<file path="src/rtl/count_enable_sequencer_pkg.sv">
// Shared state encoding and default sizing for the count-enable sequencer
// and its run-length datapath.
package count_seq_pkg;

  localparam int DEFAULT_RUN_W   = 4;
  localparam int DEFAULT_RUN_LEN = 12;

  typedef enum logic [1:0] {
    S_IDLE  = 2'd0,
    S_RUN   = 2'd1,
    S_PAUSE = 2'd2,
    S_DONE  = 2'd3
  } seq_state_t;

endpackage

</file>
<file path="src/rtl/count_enable_sequencer_if.sv">
// Request/status bundle between a run requester (master) and the
// count-enable sequencer (slave).
interface count_enable_sequencer_if
  import count_seq_pkg::*;
#(
  parameter int RUN_W = DEFAULT_RUN_W
);

  logic             start;
  logic             pause;
  logic             stop;
  logic             enable;
  logic             busy;
  logic             done;
  logic [RUN_W-1:0] remaining;

  modport master (
    output start, pause, stop,
    input  enable, busy, done, remaining
  );

  modport slave (
    input  start, pause, stop,
    output enable, busy, done, remaining
  );

endinterface

</file>
<file path="src/rtl/count_enable_sequencer_run_length_counter.sv">
// Remaining-cycles register of the sequencer: load, decrement, clear or hold,
// with a flag marking the last owed cycle.
module run_length_counter
  import count_seq_pkg::*;
#(
  parameter int RUN_W   = DEFAULT_RUN_W,
  parameter int RUN_LEN = DEFAULT_RUN_LEN
) (
  input  logic             clk,
  input  logic             rst_b,
  input  logic             load,
  input  logic             dec,
  input  logic             clr,
  output logic [RUN_W-1:0] count,
  output logic             is_one
);

  localparam logic [RUN_W-1:0] LOAD_VAL = RUN_W'(RUN_LEN);

  // Clear wins so an abort always leaves nothing owed.
  always_ff @(posedge clk or negedge rst_b) begin
    if (!rst_b) begin
      count <= '0;
    end else if (clr) begin
      count <= '0;
    end else if (load) begin
      count <= LOAD_VAL;
    end else if (dec) begin
      count <= count - RUN_W'(1);
    end
  end

  assign is_one = (count == RUN_W'(1));

endmodule

</file>
<file path="src/rtl/count_enable_sequencer.sv">
// Run-length controller driving a downstream counter enable.
// Optional `START_SYNC_EN: synchronise start and launch on its rising edge only.
module count_enable_sequencer
  import count_seq_pkg::*;
#(
  parameter int RUN_LEN = DEFAULT_RUN_LEN,
  parameter int RUN_W   = DEFAULT_RUN_W
) (
  input  logic                     clk,
  input  logic                     rst_b,
  count_enable_sequencer_if.slave  bus
);

  seq_state_t       state;
  seq_state_t       state_nxt;
  logic             start_go;
  logic             load;
  logic             dec;
  logic             clr;
  logic             is_one;
  logic [RUN_W-1:0] count;

`ifdef START_SYNC_EN
  logic [2:0] start_sync;

  // Two synchroniser stages plus one history stage for edge detection.
  always_ff @(posedge clk or negedge rst_b) begin
    if (!rst_b) begin
      start_sync <= '0;
    end else begin
      start_sync <= {start_sync[1:0], bus.start};
    end
  end

  assign start_go = start_sync[1] & ~start_sync[2];
`else
  assign start_go = bus.start;
`endif

  always_ff @(posedge clk or negedge rst_b) begin
    if (!rst_b) begin
      state <= S_IDLE;
    end else begin
      state <= state_nxt;
    end
  end

  always_comb begin
    state_nxt = state;
    load      = 1'b0;
    dec       = 1'b0;
    clr       = 1'b0;
    case (state)
      S_IDLE: begin
        if (start_go && !bus.stop) begin
          state_nxt = S_RUN;
          load      = 1'b1;
        end
      end
      S_RUN: begin
        if (bus.stop) begin
          state_nxt = S_IDLE;
          clr       = 1'b1;
        end else begin
          // The last owed cycle finishes the run even if pause arrives with it.
          dec = 1'b1;
          if (is_one) begin
            state_nxt = S_DONE;
          end else if (bus.pause) begin
            state_nxt = S_PAUSE;
          end
        end
      end
      S_PAUSE: begin
        if (bus.stop) begin
          state_nxt = S_IDLE;
          clr       = 1'b1;
        end else if (!bus.pause) begin
          state_nxt = S_RUN;
        end
      end
      S_DONE: begin
        state_nxt = S_IDLE;
      end
      default: begin
        state_nxt = S_IDLE;
      end
    endcase
  end

  // Outputs are registered from the next state so they align with the state flops.
  always_ff @(posedge clk or negedge rst_b) begin
    if (!rst_b) begin
      bus.enable <= 1'b0;
      bus.busy   <= 1'b0;
      bus.done   <= 1'b0;
    end else begin
      bus.enable <= (state_nxt == S_RUN);
      bus.busy   <= (state_nxt == S_RUN) || (state_nxt == S_PAUSE);
      bus.done   <= (state_nxt == S_DONE);
    end
  end

  run_length_counter #(
    .RUN_W   (RUN_W),
    .RUN_LEN (RUN_LEN)
  ) u_run_length_counter (
    .clk    (clk),
    .rst_b  (rst_b),
    .load   (load),
    .dec    (dec),
    .clr    (clr),
    .count  (count),
    .is_one (is_one)
  );

  assign bus.remaining = count;

endmodule

</file>
<file path="src/flat_wrapper.sv">
// flat-port wrapper written by rule: the top's interface ports become plain ports
module count_enable_sequencer_flat import count_seq_pkg::*;
#(
  parameter int RUN_LEN = DEFAULT_RUN_LEN,
  parameter int RUN_W   = DEFAULT_RUN_W
)
  (clk, rst_b, bus_start, bus_pause, bus_stop, bus_enable, bus_busy, bus_done, bus_remaining);
  count_enable_sequencer_if #(.RUN_W(RUN_W)) bus_i ();
  input  logic clk;
  input  logic rst_b;
  input wire logic [$bits(bus_i.start)-1:0] bus_start;
  input wire logic [$bits(bus_i.pause)-1:0] bus_pause;
  input wire logic [$bits(bus_i.stop)-1:0] bus_stop;
  output wire logic [$bits(bus_i.enable)-1:0] bus_enable;
  output wire logic [$bits(bus_i.busy)-1:0] bus_busy;
  output wire logic [$bits(bus_i.done)-1:0] bus_done;
  output wire logic [$bits(bus_i.remaining)-1:0] bus_remaining;
  assign bus_i.start = bus_start;
  assign bus_i.pause = bus_pause;
  assign bus_i.stop = bus_stop;
  assign bus_enable = bus_i.enable;
  assign bus_busy = bus_i.busy;
  assign bus_done = bus_i.done;
  assign bus_remaining = bus_i.remaining;
  count_enable_sequencer #(.RUN_LEN(RUN_LEN), .RUN_W(RUN_W)) u_core (.clk(clk), .rst_b(rst_b), .bus(bus_i));
endmodule
</file>
<file path="config.mk">
export PLATFORM = sky130hd
export DESIGN_NAME = count_enable_sequencer_flat
export DESIGN_NICKNAME = d
export VERILOG_FILES = /design/src/rtl/count_enable_sequencer_pkg.sv /design/src/rtl/count_enable_sequencer_if.sv /design/src/rtl/count_enable_sequencer_run_length_counter.sv /design/src/rtl/count_enable_sequencer.sv /design/src/flat_wrapper.sv
export SDC_FILE = /design/constraint.sdc
export NUM_CORES = 1
export LEC_CHECK = 0
export BUFFER_PORTS_ARGS = -buffer_cell sky130_fd_sc_hd__buf_4
export CORE_MARGIN = 5
export CORE_UTILIZATION = 40
export CTS_CLUSTER_SIZE = 10
export DETAILED_ROUTE_END_ITERATION = 10
export PLACE_DENSITY = 0.66
export REMOVE_ABC_BUFFERS = 1
export SYNTH_ARGS = -nofsm -noshare
export SYNTH_HDL_FRONTEND = slang
export SYNTH_SLANG_ARGS = --single-unit
export TNS_END_PERCENT = 1
</file>
<file path="constraint.sdc">
create_clock -name clk -period 1.9 [get_ports clk]
set_input_delay 0.38 -clock clk [delete_from_list [all_inputs] [get_ports clk]]
set_output_delay 0.38 -clock clk [all_outputs]
set_load 0.02 [all_outputs]
</file>
==> impl_metrics.tcl <==
set metrics [dict create \
    io_buffers 11 \
    ant_nets 0 \
    max_stage_delay_ns 0.43 \
    crit_type "register to register" \
    period_minus_slack_ns 1.754 \
    crit_path_end_kind "register" \
    hpwl_mm 1.044 \
    vias 476 \
    area_delta_synth_final_pct 25.71 \
    topRoutingLayerUsed "met4" \
    drt-met1-wl_um 541 \
    insertion_delay_ns 0.26 \
    slew_headroom 0.7673 \
    synthCells 59 \
    die-area_mm2 0.002431 \
    dpl_cell_area_um2 739.5 \
    drt_first_pass_iters 4 \
    maxCapViolCount 0 \
    wl_met2_um 685 \
    hp-class "input pin to register" \
    finalClockSkew_ns 0.004801 \
    fmax_mhz 570.2 \
    netlist_area_um2 618.1 \
    post_cts_buffers 0 \
    path_clk_slew_ns 0.07 \
    leakagePower_nw 0.3666 \
    gr-usage-all-layers 0.1182 \
    grt_max_degree 11 \
    finalCritPeriodShare 0.9230 \
    fin_util 0.5218 \
    power_mw 1.217 \
    final-hold-violation-count 0 \
    numCtsBuffers 3 \
    setup_viol 0 \
    die_x_um 49.31 \
    synth_cell_types 25 \
    hold_ws_ns 0.3755 \
    drc 0 \
    io_pins 12 \
    grt_pass1_vias 511 \
    critical_path_buf_inv_count 3 \
    wl_met3_um 44 \
    crit_fanout 4 \
    synth_seq_cells 9 \
    setup_tns_ns 0 \
    peakVddDrop_uv 869.1 \
    tightestPinTransition_ns 0.3447 \
    required_ns 2.07 \
    status "completed" \
    cp_top_family "flip-flops" \
    synth_flop_cell "dfrtp_1" \
    cts_tree "yes" \
    drt_iter0_drc 9 \
    drv_slew 0 \
    async_reset_ff_frac 1.000 \
    routed_wl_mm 1.290 \
    syn_area_per_cell_um2 10.48 \
    clockBufferDepth 2 \
    n_antenna_cell 0 \
    num_rows 14 \
    start_util 0.4151 \
    rsz0062_at_grt "no" \
    antenna_found_initial 0 \
    die_y_um 49.31 \
    arrival_ns 1.92 \
    p_per_area_mw_per_mm2 1566 \
    critPathSlowestCell "dfrtp_1" \
    synth_top_area_share 0.3644 \
    coreArea_mm2 0.001489 \
    synth_area_leaders "dfrtp_1, ha_1, inv_1" \
    drive_above_1_share 0.3590 \
    synth_edf_count 0 \
    crit_top_cell "inv_1" \
    cts-root-buf "clkbuf_4" \
    htree_levels 1 \
    route.detailed.wl_per_inst_um 13.72 \
    clkSinkCount 9 \
    yosysSeqAreaShare 0.3644 \
    grt.overflow.total 0 \
    yosysTopAreaCell "dfrtp_1" \
    cp-start-kind "register" \
    final_area_um2 777.0 \
    grt_pass1_wl_mm 2.270 \
    crit_path_cell_trace "inv_1 -> ha_1 -> nor3b_2 -> nor3_1 -> o32ai_4 -> inv_1 -> ha_1 -> inv_1" \
    yosysWarnings 0 \
    vias_per_cell 5.064 \
    gp_congestion 0.8201 \
    nets 91 \
]
## kinds of logic (layout without fill, tap and decap cells)
| group | after synthesis | count (layout) | share of synthesized area |
|---|---|---|---|
| simple gates | 17 | 17 | 0.1882 |
| compound gates | 13 | 13 | 0.1903 |
| buf+inv | 10 | 29 | 0.07287 |
| flops | 9 | 9 | 0.3644 |
| fa+ha+maj | 7 | 7 | 0.1417 |
| xor+xnor | 3 | 3 | 0.04252 |
## power breakdown
part | switching [mW] | total, mW | internal, mW | leakage [nW]
clock | 0.0725 | 0.150 | 0.0778 | 0.0177
sequential | 0.0702 | 0.339 | 0.269 | 0.115
combinational | 0.395 | 0.727 | 0.333 | 0.234
## through the flow
step | worst slack [ns] | cells
floorplan | 0.2165 | 58
global placement | 0.1812 | 89
detailed placement | 0.1371 | 89
CTS | 0.1263 | 94
global route | 0.001064 | 94
finish | 0.1462 | 94
## per-layer routing
metal | track usage | vias up
met5 | 0 | -
met4 | 0.05381 | 0
met3 | 0.01529 | 2
met2 | 0.2082 | 9
met1 | 0.1388 | 224
li1 | - | 241
## worst reg2reg max path: cells and delay by family (launching register included)
kind | cells | cell delay (ns)
simple gates | 2 | 0.32
flops | 1 | 0.43
fa+ha+maj | 2 | 0.40
compound gates | 1 | 0.29
buf+inv | 3 | 0.22
## synthesized netlist by cell type, types with 2 or more instances
library cell / instances
dfrtp_1: 9
inv_1: 8
ha_1: 7
nor2_1: 5
a31oi_1: 4
o21ai_1: 3
and2_1: 2
nand2_1: 2
nor2b_1: 2
xnor2_1: 2
## area by class of cell
cell class	count	area, um^2
Timing Repair Buffer	16	122.6
Tap cell	16	20.02
Sequential cell	9	225.2
Clock inverter	1	5.005
Inverter	9	33.78
Clock buffer	3	22.52
Fill cell	150	711.9
Multi-Input combinational cell	40	347.8
## cell usage in the layout, fill, tap and decap left out
cell type / instances
o21ai_1: 3
xor2_1: 1
a2bb2oi_2: 1
clkbuf_4: 3
nor3_2: 1
a21oi_1: 1
o311ai_0: 1
nand2b_4: 1
nor2b_2: 1
nand2_1: 2
nor3_1: 1
buf_4: 15
nor3b_2: 1
o21ai_0: 1
xnor2_1: 2
o32ai_4: 1
a31oi_1: 4
nor2b_1: 2
dlygate4sd3_1: 1
dfrtp_1: 9
nor4b_2: 1
ha_1: 7
o311ai_2: 1
clkinv_2: 1
inv_1: 8
and2_1: 2
nor2_1: 5
inv_2: 1
## registers in the layout, indices dropped and copies added, names as in the netlist
name,count
u_core.u_run_length_counter.count,4
u_core.state,2
u_core.bus.busy,1
u_core.bus.done,1
u_core.bus.enable,1
## worst paths after layout
check / startpoint / to / slack, ns / cells after the start
min reg2reg: u_core.u_run_length_counter.count[1] / u_core.u_run_length_counter.count[1] / 0.64 / 2
min in group asynchronous: rst_b / u_core.state[0] / 0.48 / 2
min: bus_stop / u_core.u_run_length_counter.count[3] / 0.38 / 2
max in group asynchronous: rst_b / u_core.u_run_length_counter.count[2] / 1.28 / 2
max: u_core.u_run_length_counter.count[1] / u_core.bus.busy / 0.15 / 8
max reg2reg: u_core.u_run_length_counter.count[1] / u_core.bus.busy / 0.15 / 8
## timing repair
action,CTS,global route
hold endpoints to repair,9,0
resized for setup,0,0
hold buffers,1,0
No activity file was read; power rests on OpenSTA's default activity.
